<file path="config.mk">
export PLATFORM = sky130hd
export DESIGN_NAME = y86_seq_ctrl_flat
export DESIGN_NICKNAME = d
export VERILOG_FILES = /design/src/rtl/y86_pkg.sv /design/src/rtl/y86_seq_ctrl_if.sv /design/src/rtl/y86_next_pc.sv /design/src/rtl/y86_seq_ctrl.sv /design/src/flat_wrapper.sv
export SDC_FILE = /design/constraint.sdc
export NUM_CORES = 1
export LEC_CHECK = 0
export BUFFER_PORTS_ARGS = -buffer_cell sky130_fd_sc_hd__buf_4
export CAP_MARGIN = 20
export CORE_UTILIZATION = 50
export DETAILED_ROUTE_END_ITERATION = 6
export PLACE_DENSITY = 0.79
export SYNTH_ARGS = -nofsm -noshare
export SYNTH_HDL_FRONTEND = slang
export SYNTH_HIERARCHICAL = 1
export SYNTH_SLANG_ARGS = --single-unit
</file>
<file path="constraint.sdc">
create_clock -name clk -period 3.95 [get_ports clk]
set_clock_uncertainty 0.15 [all_clocks]
set_input_delay 0.79 -clock clk [delete_from_list [all_inputs] [get_ports clk]]
set_output_delay 0.79 -clock clk [all_outputs]
set_load 0.02 [all_outputs]
</file>
<file path="src/rtl/y86_pkg.sv">
// Shared Y86-64 definitions: icode and status encodings, sequencer FSM states,
// stage_en bit positions and small decode helpers.
// Configuration macro: Y86_SINGLE_STEP_EN adds the StPause state.
package y86_pkg;

  localparam logic [3:0] IHALT   = 4'h0;
  localparam logic [3:0] INOP    = 4'h1;
  localparam logic [3:0] IRRMOVQ = 4'h2;
  localparam logic [3:0] IIRMOVQ = 4'h3;
  localparam logic [3:0] IRMMOVQ = 4'h4;
  localparam logic [3:0] IMRMOVQ = 4'h5;
  localparam logic [3:0] IOPQ    = 4'h6;
  localparam logic [3:0] IJXX    = 4'h7;
  localparam logic [3:0] ICALL   = 4'h8;
  localparam logic [3:0] IRET    = 4'h9;
  localparam logic [3:0] IPUSHQ  = 4'hA;
  localparam logic [3:0] IPOPQ   = 4'hB;

  localparam logic [2:0] STAT_AOK = 3'd1;
  localparam logic [2:0] STAT_HLT = 3'd2;
  localparam logic [2:0] STAT_ADR = 3'd3;
  localparam logic [2:0] STAT_INS = 3'd4;

  localparam int unsigned STG_FETCH   = 0;
  localparam int unsigned STG_DECODE  = 1;
  localparam int unsigned STG_EXECUTE = 2;
  localparam int unsigned STG_MEMORY  = 3;
  localparam int unsigned STG_WB      = 4;

  typedef enum logic [3:0] {
    StIdle,
    StFetch,
    StDecode,
    StExecute,
    StMemory,
    StWriteback,
    StPcUpd,
`ifdef Y86_SINGLE_STEP_EN
    StPause,
`endif
    StHalt,
    StError
  } state_e;

  // Instructions that access data memory during the MEMORY stage.
  function automatic logic is_mem_icode(input logic [3:0] icode);
    return icode inside {IRMMOVQ, IMRMOVQ, ICALL, IRET, IPUSHQ, IPOPQ};
  endfunction

  function automatic logic [4:0] stage_of(input state_e s);
    logic [4:0] r;
    r = '0;
    case (s)
      StFetch:     r[STG_FETCH]   = 1'b1;
      StDecode:    r[STG_DECODE]  = 1'b1;
      StExecute:   r[STG_EXECUTE] = 1'b1;
      StMemory:    r[STG_MEMORY]  = 1'b1;
      StWriteback: r[STG_WB]      = 1'b1;
      default:     r = '0;
    endcase
    return r;
  endfunction

  function automatic logic busy_of(input state_e s);
    return !(s inside {StIdle, StHalt, StError});
  endfunction

endpackage

</file>
<file path="src/rtl/y86_seq_ctrl_if.sv">
// Bus between the SEQ control sequencer and its datapath / memory side.
// master: the sequencer (drives pc, stage_en, mem_req, stat, busy, instr_cnt).
// slave:  datapath, fetch unit and data memory (drive start, fetch results,
//         cnd, valC/valP/valM, mem_ack, dmem_error).
interface y86_seq_ctrl_if #(
  parameter int unsigned ADDR_W = 64,
  parameter int unsigned CNT_W  = 32
);
  logic              start;
  logic [3:0]        icode;
  logic              instr_valid;
  logic              imem_error;
  logic              cnd;
  logic [ADDR_W-1:0] valC;
  logic [ADDR_W-1:0] valP;
  logic [ADDR_W-1:0] valM;
  logic              mem_ack;
  logic              dmem_error;

  logic [ADDR_W-1:0] pc;
  logic [4:0]        stage_en;
  logic              mem_req;
  logic [2:0]        stat;
  logic              busy;
  logic [CNT_W-1:0]  instr_cnt;

  modport master (
    input  start, icode, instr_valid, imem_error, cnd, valC, valP, valM, mem_ack, dmem_error,
    output pc, stage_en, mem_req, stat, busy, instr_cnt
  );

  modport slave (
    output start, icode, instr_valid, imem_error, cnd, valC, valP, valM, mem_ack, dmem_error,
    input  pc, stage_en, mem_req, stat, busy, instr_cnt
  );
endinterface

</file>
<file path="src/rtl/y86_next_pc.sv">
// Combinational next-PC selection for Y86-64.
// Ports: icode, cnd (branch condition), valC, valP, valM in; new_pc out.
module y86_next_pc
  import y86_pkg::*;
#(
  parameter int unsigned ADDR_W = 64
) (
  input  logic [3:0]        icode,
  input  logic              cnd,
  input  logic [ADDR_W-1:0] valC,
  input  logic [ADDR_W-1:0] valP,
  input  logic [ADDR_W-1:0] valM,
  output logic [ADDR_W-1:0] new_pc
);

  always_comb begin
    new_pc = valP;
    case (icode)
      IJXX:    new_pc = cnd ? valC : valP;
      ICALL:   new_pc = valC;
      IRET:    new_pc = valM;
      default: new_pc = valP;
    endcase
  end

endmodule

</file>
<file path="src/rtl/y86_seq_ctrl.sv">
// Multi-cycle control sequencer for the Y86-64 SEQ processor. Owns the PC and
// steps FETCH, DECODE, EXECUTE, MEMORY, WRITEBACK and PCUPD one per cycle, with
// a variable-latency data-memory handshake and a bounded memory wait.
// Ports: clk, rst_n (async, active low), step (only with Y86_SINGLE_STEP_EN),
//        bus (y86_seq_ctrl_if.master: start, fetch results, memory handshake in;
//        pc, stage_en, mem_req, stat, busy, instr_cnt out; all outputs registered).
// Configuration macro: Y86_SINGLE_STEP_EN inserts a PAUSE state after PCUPD
// that waits for a step pulse.
module y86_seq_ctrl
  import y86_pkg::*;
#(
  parameter int unsigned       ADDR_W      = 64,
  parameter logic [ADDR_W-1:0] RESET_PC    = '0,
  parameter int unsigned       CNT_W       = 32,
  parameter int unsigned       MEM_TIMEOUT = 16
) (
  input logic            clk,
  input logic            rst_n,
`ifdef Y86_SINGLE_STEP_EN
  input logic            step,
`endif
  y86_seq_ctrl_if.master bus
);

  // Wait counter only needs to reach MEM_TIMEOUT-1.
  localparam int unsigned WAIT_W = (MEM_TIMEOUT > 2) ? $clog2(MEM_TIMEOUT) : 1;

  state_e              state_q, state_d;
  logic [ADDR_W-1:0]   pc_q, pc_d;
  logic [2:0]          stat_q, stat_d;
  logic [CNT_W-1:0]    cnt_q, cnt_d;
  logic                mem_req_q, mem_req_d;
  logic [3:0]          icode_q, icode_d;
  logic [WAIT_W-1:0]   wait_q, wait_d;
  logic [4:0]          stage_en_q;
  logic                busy_q;
  logic [ADDR_W-1:0]   new_pc;
  logic                timeout_hit;

  y86_next_pc #(
    .ADDR_W (ADDR_W)
  ) u_next_pc (
    .icode  (icode_q),
    .cnd    (bus.cnd),
    .valC   (bus.valC),
    .valP   (bus.valP),
    .valM   (bus.valM),
    .new_pc (new_pc)
  );

  if (MEM_TIMEOUT == 0) begin : g_no_timeout
    assign timeout_hit = 1'b0;
  end else begin : g_timeout
    // True in the MEM_TIMEOUT-th MEMORY cycle.
    assign timeout_hit = (wait_q == WAIT_W'(MEM_TIMEOUT - 1));
  end

  always_comb begin
    state_d   = state_q;
    pc_d      = pc_q;
    stat_d    = stat_q;
    cnt_d     = cnt_q;
    mem_req_d = mem_req_q;
    icode_d   = icode_q;
    wait_d    = wait_q;

    unique case (state_q)
      StIdle, StHalt, StError: begin
        if (bus.start) begin
          state_d = StFetch;
          pc_d    = RESET_PC;
          stat_d  = STAT_AOK;
          cnt_d   = '0;
        end
      end
      StFetch: begin
        icode_d = bus.icode;
        if (bus.imem_error) begin
          state_d = StError;
          stat_d  = STAT_ADR;
        end else if (!bus.instr_valid) begin
          state_d = StError;
          stat_d  = STAT_INS;
        end else if (bus.icode == IHALT) begin
          state_d = StHalt;
          stat_d  = STAT_HLT;
        end else begin
          state_d = StDecode;
        end
      end
      StDecode: state_d = StExecute;
      StExecute: begin
        state_d   = StMemory;
        wait_d    = '0;
        mem_req_d = is_mem_icode(icode_q);
      end
      StMemory: begin
        // mem_req_q is set exactly when the latched icode touches memory.
        if (!mem_req_q) begin
          state_d = StWriteback;
        end else if (bus.mem_ack) begin
          mem_req_d = 1'b0;
          if (bus.dmem_error) begin
            state_d = StError;
            stat_d  = STAT_ADR;
          end else begin
            state_d = StWriteback;
          end
        end else if (timeout_hit) begin
          mem_req_d = 1'b0;
          state_d   = StError;
          stat_d    = STAT_ADR;
        end else begin
          wait_d = wait_q + WAIT_W'(1);
        end
      end
      StWriteback: state_d = StPcUpd;
      StPcUpd: begin
        pc_d  = new_pc;
        cnt_d = cnt_q + CNT_W'(1);
`ifdef Y86_SINGLE_STEP_EN
        state_d = StPause;
`else
        state_d = StFetch;
`endif
      end
`ifdef Y86_SINGLE_STEP_EN
      StPause: begin
        if (step) state_d = StFetch;
      end
`endif
      default: state_d = StIdle;
    endcase
  end

  always_ff @(posedge clk or negedge rst_n) begin
    if (!rst_n) begin
      state_q    <= StIdle;
      pc_q       <= RESET_PC;
      stat_q     <= STAT_AOK;
      cnt_q      <= '0;
      mem_req_q  <= 1'b0;
      icode_q    <= INOP;
      wait_q     <= '0;
      stage_en_q <= '0;
      busy_q     <= 1'b0;
    end else begin
      state_q    <= state_d;
      pc_q       <= pc_d;
      stat_q     <= stat_d;
      cnt_q      <= cnt_d;
      mem_req_q  <= mem_req_d;
      icode_q    <= icode_d;
      wait_q     <= wait_d;
      // Registered decode of the next state, so these track state_q exactly.
      stage_en_q <= stage_of(state_d);
      busy_q     <= busy_of(state_d);
    end
  end

  assign bus.pc        = pc_q;
  assign bus.stage_en  = stage_en_q;
  assign bus.mem_req   = mem_req_q;
  assign bus.stat      = stat_q;
  assign bus.busy      = busy_q;
  assign bus.instr_cnt = cnt_q;

endmodule

</file>
<file path="src/flat_wrapper.sv">
// flat-port wrapper written by rule: the top's interface ports become plain ports
module y86_seq_ctrl_flat import y86_pkg::*;
#(
  parameter int unsigned       ADDR_W      = 64,
  parameter logic [ADDR_W-1:0] RESET_PC    = '0,
  parameter int unsigned       CNT_W       = 32,
  parameter int unsigned       MEM_TIMEOUT = 16
)
  (clk, rst_n, bus_start, bus_icode, bus_instr_valid, bus_imem_error, bus_cnd, bus_valC, bus_valP, bus_valM, bus_mem_ack, bus_dmem_error, bus_pc, bus_stage_en, bus_mem_req, bus_stat, bus_busy, bus_instr_cnt);
  y86_seq_ctrl_if #(.ADDR_W(ADDR_W), .CNT_W(CNT_W)) bus_i ();
  input logic clk;
  input logic rst_n;
  input wire logic [$bits(bus_i.start)-1:0] bus_start;
  input wire logic [$bits(bus_i.icode)-1:0] bus_icode;
  input wire logic [$bits(bus_i.instr_valid)-1:0] bus_instr_valid;
  input wire logic [$bits(bus_i.imem_error)-1:0] bus_imem_error;
  input wire logic [$bits(bus_i.cnd)-1:0] bus_cnd;
  input wire logic [$bits(bus_i.valC)-1:0] bus_valC;
  input wire logic [$bits(bus_i.valP)-1:0] bus_valP;
  input wire logic [$bits(bus_i.valM)-1:0] bus_valM;
  input wire logic [$bits(bus_i.mem_ack)-1:0] bus_mem_ack;
  input wire logic [$bits(bus_i.dmem_error)-1:0] bus_dmem_error;
  output wire logic [$bits(bus_i.pc)-1:0] bus_pc;
  output wire logic [$bits(bus_i.stage_en)-1:0] bus_stage_en;
  output wire logic [$bits(bus_i.mem_req)-1:0] bus_mem_req;
  output wire logic [$bits(bus_i.stat)-1:0] bus_stat;
  output wire logic [$bits(bus_i.busy)-1:0] bus_busy;
  output wire logic [$bits(bus_i.instr_cnt)-1:0] bus_instr_cnt;
  assign bus_i.start = bus_start;
  assign bus_i.icode = bus_icode;
  assign bus_i.instr_valid = bus_instr_valid;
  assign bus_i.imem_error = bus_imem_error;
  assign bus_i.cnd = bus_cnd;
  assign bus_i.valC = bus_valC;
  assign bus_i.valP = bus_valP;
  assign bus_i.valM = bus_valM;
  assign bus_i.mem_ack = bus_mem_ack;
  assign bus_i.dmem_error = bus_dmem_error;
  assign bus_pc = bus_i.pc;
  assign bus_stage_en = bus_i.stage_en;
  assign bus_mem_req = bus_i.mem_req;
  assign bus_stat = bus_i.stat;
  assign bus_busy = bus_i.busy;
  assign bus_instr_cnt = bus_i.instr_cnt;
  y86_seq_ctrl #(.ADDR_W(ADDR_W), .RESET_PC(RESET_PC), .CNT_W(CNT_W), .MEM_TIMEOUT(MEM_TIMEOUT)) u_core (.clk(clk), .rst_n(rst_n), .bus(bus_i));
endmodule
</file>
* Word level (Yosys, flattened, before mapping)
Index checks and enable logic that the tools add are counted.
** Word-level totals
- Memories :: 0
- Output and inout bits :: 106
- Bits in read-only memories :: 0
- Logic and storage cells :: 91
- Bits in latches :: 0
- Bits in writable memories :: 0
- Bits in registers :: 118
** Cells by class
- Bitwise logic cells :: 0
- Equal/unequal tests :: 30
- Reduce and logical (&&, ||, !) cells :: 13
- Shifts and indexed selects :: 0
- Add/sub/neg operators :: 2
- Div/mod/pow operators :: 0
- Mux-type cells :: 37
- Order comparisons :: 0
- Multiply operators :: 0
** Operators with widths (number)
- case mux 64 bit (3 select lines) :: 1
- two-way mux 64 bit :: 2
- case mux 64 bit (2 select lines) :: 1
- case mux 32 bit (2 select lines) :: 1
- == test 4 x 3 -> 1 bit, second input constant :: 10
- two-way mux 4 bit :: 10
- adder 32 x 1 -> 32 bit, second input constant :: 1
- two-way mux 32 bit :: 1
- == test 4 bit, second input constant :: 7
- case mux 4 bit (7 select lines) :: 1
- two-way mux 3 bit :: 9
- == test 4 x 2 -> 1 bit, second input constant :: 4
- zero test 4 bit :: 3
- case mux 3 bit (3 select lines) :: 1
- == test 4 x 1 -> 1 bit, second input constant :: 2
- two-way mux 1 bit :: 8
- case mux 4 bit (2 select lines) :: 1
- != test 2 bit, second input constant :: 3
- AND reduction 6 bit :: 1
- nonzero test 3 bit :: 2
- nonzero test 6 bit :: 1
- adder 4 x 1 -> 4 bit, second input constant :: 1
- != test 4 x 3 -> 1 bit, second input constant :: 1
- AND reduction 4 bit :: 1
- 8 further kinds :: 9

* Logic depth before layout (Yosys ltp)
Gate-level depths: netlist (run 1).
- Word-level depth :: 8
- Depth in mapped cells :: 8
- Gate-level depth less buffers :: 7

* Modules after synthesis
The synthesis (run 1) kept the hierarchy.
** By module, submodules not included
- y86_seq_ctrl :: times used 1, area each 5167.5 um^2, cells an instance 543
- y86_next_pc :: times used 1, area each 2341.0 um^2, cells an instance 310

* Worst setup path before layout (run 1)
No wires, ideal clock.
- Path type :: input to register
- Start :: input port bus_mem_ack
- End :: register u_core.wait_q[3]
- Data arrival time :: 2021 ps
- Slack :: 1654 ps
- Library setup time :: 125 ps
- Stages on the path :: 5
- Buffers on the path :: 0
- Cells stage by stage :: a31oi_1 > o221ai_1 > and3_4 > nor4_2 > mux2_2
** Between the ends
- Word-level cells in the longest chain between the ends :: 2
** RTL lines
- start: declaration :: line flat_wrapper.sv:21 : input wire logic [$bits(bus_i.mem_ack)-1:0] bus_mem_ack;
- != test 2 bit (no line)
- AND reduction 4 bit (no line)
- end signal: assignment :: line y86_seq_ctrl.sv:154 : wait_q <= wait_d;
- end: declaration :: line y86_seq_ctrl.sv:34 : logic [WAIT_W-1:0] wait_q, wait_d;
No other way between the ends.
A chain may end at the register's enable or synchronous reset.

* Worst setup path after layout (run 1)
- Start :: register u_core.icode_q[0]
- End :: register u_core.pc_q[48] (netlist: u_core/bus.pc[48])
** Between the ends
- Word-level cells in the longest chain between the ends :: 3
- Elaborated cells between the ends (all ways) :: 5
- Classes of those cells :: 3 x eq/ne; 2 x mux
** RTL lines
- start: declaration :: line y86_seq_ctrl.sv:33 : logic [3:0] icode_q, icode_d;
- start signal: assignment :: line y86_seq_ctrl.sv:153 : icode_q <= icode_d;
- == test 4 bit or == test 4 x 3 -> 1 bit (tied branches) :: line y86_next_pc.sv:18 : case (icode)
- case mux 64 bit (3 select lines) (*) :: line y86_next_pc.sv:18
- net u_core.new_pc[48] :: line y86_seq_ctrl.sv:37 : logic [ADDR_W-1:0] new_pc;
- case mux 64 bit (2 select lines) (*) :: line y86_seq_ctrl.sv:67 : unique case (state_q)
- end signal: assignment :: line y86_seq_ctrl.sv:149 : pc_q <= pc_d;
- end: declaration :: line y86_seq_ctrl.sv:29 : logic [ADDR_W-1:0] pc_q, pc_d;
Mark *: on every way through the listed nets, which the timed path passes. The rest lies on a longest branch.

==> flow_metrics.tcl, run 1 <==
set metrics [dict create \
    diodes 0 \
    ys_seq_elements 118 \
    path_clk_slew_ns 0.05 \
    timing.final.crit_share_pct 72.6 \
    yosys_warnings 6 \
    final-seq-area_mm2 0.00296 \
    r2r-start "u_core/icode_q[0]$_DFFE_PN1P_" \
    hold_viol_final 0 \
    pin_count 310 \
    critical_path_required_ns 4.10 \
    cap_violations 0 \
    yosysUniqueCellTypes 57 \
    dpl-instance-area_mm2 0.00982 \
    setup.worst_path.end_class "flop" \
    htree_levels 4 \
    setup_violations 0 \
    start_kind "flop" \
    die_w_um 125 \
    insertion_delay_ns 0.41 \
    worst_ir_drop_vdd_mv 0.419 \
    ys_seq_area_share_pct 39.4 \
    wl_per_cell_um 19.7 \
    drt-total-wl_mm 25.8 \
    grt_use_met2_pct 50.8 \
    vias 8138 \
    core_mm2 0.0146 \
    drc 0 \
    clockBufferDepth 2 \
    fill_cells 1162 \
    area_growth_pct 39.0 \
    synthArstFlopShare_pct 100 \
    powerDensity_mw_per_mm2 644 \
    first_pass_iters 7 \
    tns_ns 0 \
    multi_input_area_mm2 0.00414 \
    busiest_layer "met2" \
    nets 1320 \
    hold_buffers 0 \
    synth_flop_cell "dfrtp_1" \
    design_area_mm2 0.0104 \
    p_leak_uw 0.00508 \
    synthCells 853 \
    cts_resized 0 \
    drv_slew 0 \
    ant_nets 0 \
    synth_area_mm2 0.00751 \
    instances_no_fill 1311 \
    syn-num-nets 1059 \
    synth_edf_count 0 \
    row_count 44 \
    finalPower_uw 6720 \
    grt_pass1_vias 7721 \
    grt_first_pass_wirelength_mm 40.4 \
    fmax_mhz 349 \
    clockRootBuffer "clkbuf_16" \
    grt_max_degree 99 \
    dp_hpwl_mm 17.4 \
    rsz0062_at_grt "false" \
    layout-drive-gt1-share_pct 38.6 \
    tightest_slew_ns 1.03 \
    cts_buffers 17 \
    overflow 0 \
    port_buffers 309 \
    antenna_found_initial 0 \
    die_height_um 125 \
    cts_tree "done" \
    clkSinkCount 118 \
    min-delay-path-class "input pin to asynchronous set/reset pin" \
    startpoint "u_core/icode_q[0]$_DFFE_PN1P_" \
    final_core_util_pct 71.5 \
    fin_crit_ns 2.87 \
    use_met1_pct 41.0 \
    slew_headroom_pct 31.0 \
    track_usage_pct 32.8 \
    crit_type "flop to flop" \
    dieArea_mm2 0.0155 \
    place_inst 1279 \
    place.gp.congestion 0.882 \
    cts_setup_buffers 0 \
    arrival_ns 3.02 \
    vias_per_cell 6.21 \
    cp_max_fo 47 \
    status "finished, final reports clean" \
    synth_area_per_cell_um2 8.80 \
    start_util_pct 51.5 \
    drt-initial-drc-count 884 \
    grt_use_met3_pct 8.55 \
]
worst max-delay path, cell delays in order, from the launching register on:
cell and delay [ns]:
dfstp_2 0.57, and4b_4 0.51, or2_2 0.86, buf_4 0.39, a21oi_1 0.10, nand2_1 0.08, nand2_1 0.06
cell type report:
class	count	share of cell area, %
timing repair buffer	323	23.5
sequential	118	28.3
clock buffer	23	4.48
tap	184	2.21
multi-input combinational	641	39.6
inverter	13	0.468
clock inverter	9	1.43
Yosys cell counts, types with 2 or more instances:
cell | n | area, um2
nor4_2 | 3 | 37.5
dfstp_2 | 2 | 52.6
buf_6 | 7 | 78.8
nand3_1 | 87 | 435
mux2_1 | 6 | 67.6
buf_2 | 46 | 230
a31oi_1 | 3 | 18.8
buf_1 | 7 | 26.3
nor4b_2 | 2 | 30.0
o22ai_1 | 2 | 12.5
nand4_1 | 3 | 18.8
nor3_1 | 69 | 345
mux2_2 | 64 | 721
nor4_1 | 2 | 12.5
dfrtp_1 | 116 | 2900
mux2i_1 | 12 | 120
nand3b_1 | 2 | 15.0
nor4b_1 | 2 | 17.5
a21oi_1 | 68 | 340
inv_1 | 12 | 45.0
o211ai_1 | 10 | 75.1
nor3b_1 | 2 | 15.0
and3_1 | 8 | 50.1
nor2b_1 | 3 | 18.8
o21ai_0 | 15 | 75.1
nand2_1 | 163 | 612
and2_1 | 3 | 18.8
nor2_1 | 7 | 26.3
clkbuf_1 | 20 | 75.1
o31ai_1 | 10 | 75.1
and4_1 | 4 | 35.0
ha_1 | 2 | 25.0
nand2b_1 | 4 | 25.0
a222oi_1 | 64 | 641
registers in the layout, indices dropped and copies added (netlist names):
register / cells
u_core/bus.stat: 3
u_core/bus.busy: 1
u_core/state_q: 4
u_core/wait_q: 4
u_core/bus.instr_cnt: 32
u_core/icode_q: 4
u_core/bus.pc: 64
u_core/bus.stage_en: 5
u_core/bus.mem_req: 1
final timing paths:
kind | endpoint | depth (start not counted) | slack (ns)
setup / recovery | u_core/bus.pc[48]$_DFFE_PN0P_ | 6 | 1.08
hold reg to reg | u_core/bus.instr_cnt[31]$_DFFE_PN0P_ | 1 | 0.33
max in group asynchronous | u_core/icode_q[0]$_DFFE_PN1P_ | 2 | 2.50
setup reg to reg | u_core/bus.pc[48]$_DFFE_PN0P_ | 6 | 1.08
min in group clk | u_core/bus.instr_cnt[31]$_DFFE_PN0P_ | 1 | 0.33
hold / removal | u_core/bus.pc[45]$_DFFE_PN0P_ | 1 | 0.26
routing by layer:
layer	routed length, um	up-vias
li1	-	3737
met1	10100	3865
met2	11900	437
met3	2250	99
met4	1540	0
met5	0	-
through the flow:
step           hold slack, ns  setup slack [ns]
2_1_floorplan           0.329              1.65
3_3_place_gp            0.319              1.19
3_5_place_dp            0.327              1.17
4_1_cts                 0.299              1.15
5_1_grt                 0.313             0.997
6_report                0.263              1.08
report_power, final:
part	switching, uW	internal [uW]
combinational	1910	1300
clock	540	1080
sequential	313	1580
cell usage in the layout (no fill, tap or decap), drive strengths merged, types with 2 or more instances in the layout:
cell type,count
nor3b,2
nor3,69
nand2,163
buf,323
inv,13
o211ai,10
nor4b,4
ha,2
nor2b,3
mux2i,12
nor2,7
nand2b,4
or3,2
o22ai,2
o21ai,17
and2,3
clkbuf,23
clkinv,5
and3,9
nor4,5
and4b,2
nand3,87
a32oi,2
mux2,70
dfstp,2
nand4,3
and4,4
a222oi,64
bufinv,4
dfrtp,116
nand3b,2
a31oi,3
o31ai,10
a21oi,68
logic make-up after synthesis:
group | Yosys count | synth area share [%]
DFF | 118 | 39.4
AOI/OAI and AO/OA | 184 | 17.9
buffers and inverters | 94 | 6.22
muxes | 82 | 12.1
adders and majority gates | 2 | 0.333
and+or+nand+nor | 373 | 24.1
Note: power is estimated with default switching activity, not from simulation.
==> run 2, diff against run 1 <==
- ABC_AREA: unset -> 1
- CORE_UTILIZATION: 50 -> 45
- PLACE_DENSITY: 0.79 -> 0.74
- clock period: 3.95 -> 2.3 ns (I/O delays scaled with it)
==> run 2 against run 1 <==
Critical endpoint is now u_core/bus.instr_cnt[23]$_DFFE_PN0P_. Maximum frequency increased by 43%. Global-route usage grew 0.37 points. Synthesized area up 5.7%. Sequential power rose by 65%. Combinational power rose by 71%. Worst hold slack lost 0.16 ns. Routed wire length is 17% higher. Clock-buffer cell count fell by 3.
==> flow_metrics.tcl, run 2 <==
set metrics [dict create \
    synth_area_per_cell_um2 6.92 \
    synth_area_mm2 0.00794 \
    first_pass_iters 5 \
    layout-drive-gt1-share_pct 26.8 \
    core_mm2 0.0172 \
    pwr-share-clk_pct 24.6 \
    insertion_delay_ns 0.42 \
    drt-total-wl_mm 30.3 \
    use_met1_pct 43.9 \
    start_kind "flop" \
    crit_buf_inv 1 \
    yosysTopAreaCell "dfrtp_1" \
    dieArea_mm2 0.0182 \
    crit_type "flop to flop" \
    design_area_mm2 0.0111 \
    min-delay-path-class "input pin to flop" \
    pwr-share-seq_pct 27.4 \
    p_leak_uw 0.00572 \
    slew_headroom_pct 49.0 \
    syn-num-nets 1352 \
    drc 0 \
    synth_flop_cell "dfrtp_1" \
    hold_buffers 1 \
    antenna_found_initial 1 \
    ant_nets 0 \
    wl_per_cell_um 18.2 \
    cp_max_fo 6 \
    synth_most_common_cell "nand2_1" \
    dpl-instance-area_mm2 0.0105 \
    hold_viol_final 0 \
    cts_resized 0 \
    largest_register_ff_count 64 \
    p_comb_share_pct 48.0 \
    critical_path_required_ns 2.45 \
    die_w_um 135 \
    clkSinkCount 118 \
    grt_use_met3_pct 7.06 \
    crit_path_max_incr_delay_ns 0.46 \
    status "finished, final reports clean" \
    tns_ns 0 \
    setup_violations 0 \
    worst_ir_drop_vdd_mv 0.709 \
    port_buffers 309 \
    drv_slew 0 \
    htree_levels 4 \
    hold_depth 3 \
    busiest_layer "met2" \
    vias_per_cell 5.81 \
    synth_top_area_share_pct 36.6 \
    arrival_ns 2.16 \
    pin_count 310 \
    synth_edf_count 0 \
    layout_common_cells "nand2_1, buf_4, nand3_1" \
    clockBufferDepth 2 \
    finalWorstSetupSlack_ns 0.296 \
    fill_cells 1554 \
    vias 9633 \
    path_depth 7 \
    sw_frac_of_total_pct 42.9 \
    clockRootBuffer "clkbuf_16" \
    ys_seq_area_share_pct 37.2 \
    overflow 0 \
    track_usage_pct 33.2 \
    synthTopCellsByArea "dfrtp_1, nand2_1, nand3_1" \
    cts_setup_buffers 0 \
    start_util_pct 46.0 \
    final_common_cell "nand2_1" \
    ys_seq_elements 118 \
    grt_pass1_vias 8949 \
    drt-initial-drc-count 871 \
    grt_first_pass_wirelength_mm 47.3 \
    p_int_uw 6510 \
    path_clk_slew_ns 0.06 \
    powerDensity_mw_per_mm2 1030 \
    reg2regPathDepth 7 \
    yosys_warnings 6 \
    cap_violations 0 \
    tightest_slew_ns 0.766 \
    synthTopCellsByCount "nand2_1, nand3_1, dfrtp_1" \
    place_ws_ns 0.353 \
    finalPower_uw 11400 \
    cp_common_cell "nand2_1" \
    grt_max_degree 73 \
    synthCells 1146 \
    cp_top_family "simple AND/OR/NAND/NOR gates" \
    fin_crit_ns 2.00 \
    fmax_mhz 499 \
    cts_buffers 17 \
    slowest_stage "dfrtp_1" \
    row_count 48 \
    area_growth_pct 39.9 \
    p_sw_uw 4900 \
    timing.final.crit_share_pct 87.1 \
    die_height_um 135 \
    place.gp.congestion 0.956 \
    setup.worst_path.end_class "flop" \
    crit_path_cell_trace "nand2_1, nor3_1, nand2_1, nor2_1, nand3b_1, o21ai_1, inv_1" \
    grt_use_met2_pct 51.9 \
    cts_tree "done" \
    rsz0062_at_grt "false" \
    dp_hpwl_mm 20.4 \
    synthArstFlopShare_pct 100 \
    nets 1626 \
    yosysUniqueCellTypes 35 \
]
## run 2: changes by cell type after synthesis, moves of 60 or more
cell,delta
nand2_1,+210
nand3_1,+143
nand4_1,+72
a222oi_1,-64
mux2_2,-64
a21oi_1,-60
a22o_1,+65
## run 2: through the flow
step,cells,hold slack (ns),utilization (%)
after floorplan,1146,0.0144,-
after global placement,1625,0.115,60.8
after detailed placement,1625,0.116,60.8
after CTS,1658,0.0884,64.4
after global routing,1658,0.111,64.4
final,1659,0.103,64.4
## run 2: final cells by class
class                           count  area [um2]  share of cell area (%)
Timing Repair Buffer              331        2630                    23.6
Inverter                           72         270                    2.43
Tap cell                          225         282                    2.54
Clock inverter                     12         150                    1.35
Antenna cell                        1        2.50                  0.0225
Clock buffer                       20         467                    4.20
Multi-Input combinational cell    880        4350                    39.2
Sequential cell                   118        2960                    26.6
## run 2: path summary, 6_finish.rpt
| kind | start | end | slack (ns) |
|---|---|---|---|
| worst max-delay path | u_core/bus.instr_cnt[11]$_DFFE_PN0P_ | u_core/bus.instr_cnt[23]$_DFFE_PN0P_ | 0.30 |
| worst min-delay path | bus_icode[1] | u_core/icode_q[1]$_DFFE_PN0P_ | 0.10 |
| worst max register to register | u_core/bus.instr_cnt[11]$_DFFE_PN0P_ | u_core/bus.instr_cnt[23]$_DFFE_PN0P_ | 0.30 |
| worst min register to register | u_core/bus.stat[2]$_DFFE_PN0P_ | u_core/bus.stat[2]$_DFFE_PN0P_ | 0.35 |
| max in group asynchronous | rst_n | u_core/icode_q[0]$_DFFE_PN1P_ | 1.18 |
| min in group asynchronous | rst_n | u_core/bus.stage_en[0]$_DFF_PN0_ | 0.23 |
## run 2: layer usage
metal	share of wire, %	vias to the layer above	wire length [um]
li1	-	4475	-
met1	40	4497	12100
met2	46	583	14100
met3	9.6	78	2900
met4	4.0	0	1210
met5	0	-	0
## run 2: cells by family (layout without fill, tap and decap cells)
group	count (synthesis)	after routing	share of synthesized area, %
buffers and inverters	148	435	8.23
other	0	1	0
muxes	2	2	0.252
adders and majority gates	2	2	0.315
xor gates and xnor gates	4	4	0.442
AOI/OAI and AO/OA	118	118	10.9
DFF	118	118	37.2
and+or+nand+nor	754	754	42.7
## run 2: worst reg2reg max path: stages (launching register included)
cell and delay, ns:
dfrtp_1 0.46, nand2_1 0.10, nor3_1 0.31, nand2_1 0.12, nor2_1 0.34, nand3b_1 0.18, o21ai_1 0.18, inv_1 0.05
## run 2: power by group through the flow
| stage | Clock, uW | Combinational [uW] | Sequential [uW] |
|---|---|---|---|
| after floorplan | 0 | 2740 | 3630 |
| after global placement | 0 | 5370 | 3140 |
| after detailed placement | 0 | 5440 | 3120 |
| after CTS | 2820 | 5450 | 3120 |
| after global routing | 2910 | 5890 | 3190 |
| final | 2800 | 5480 | 3120 |
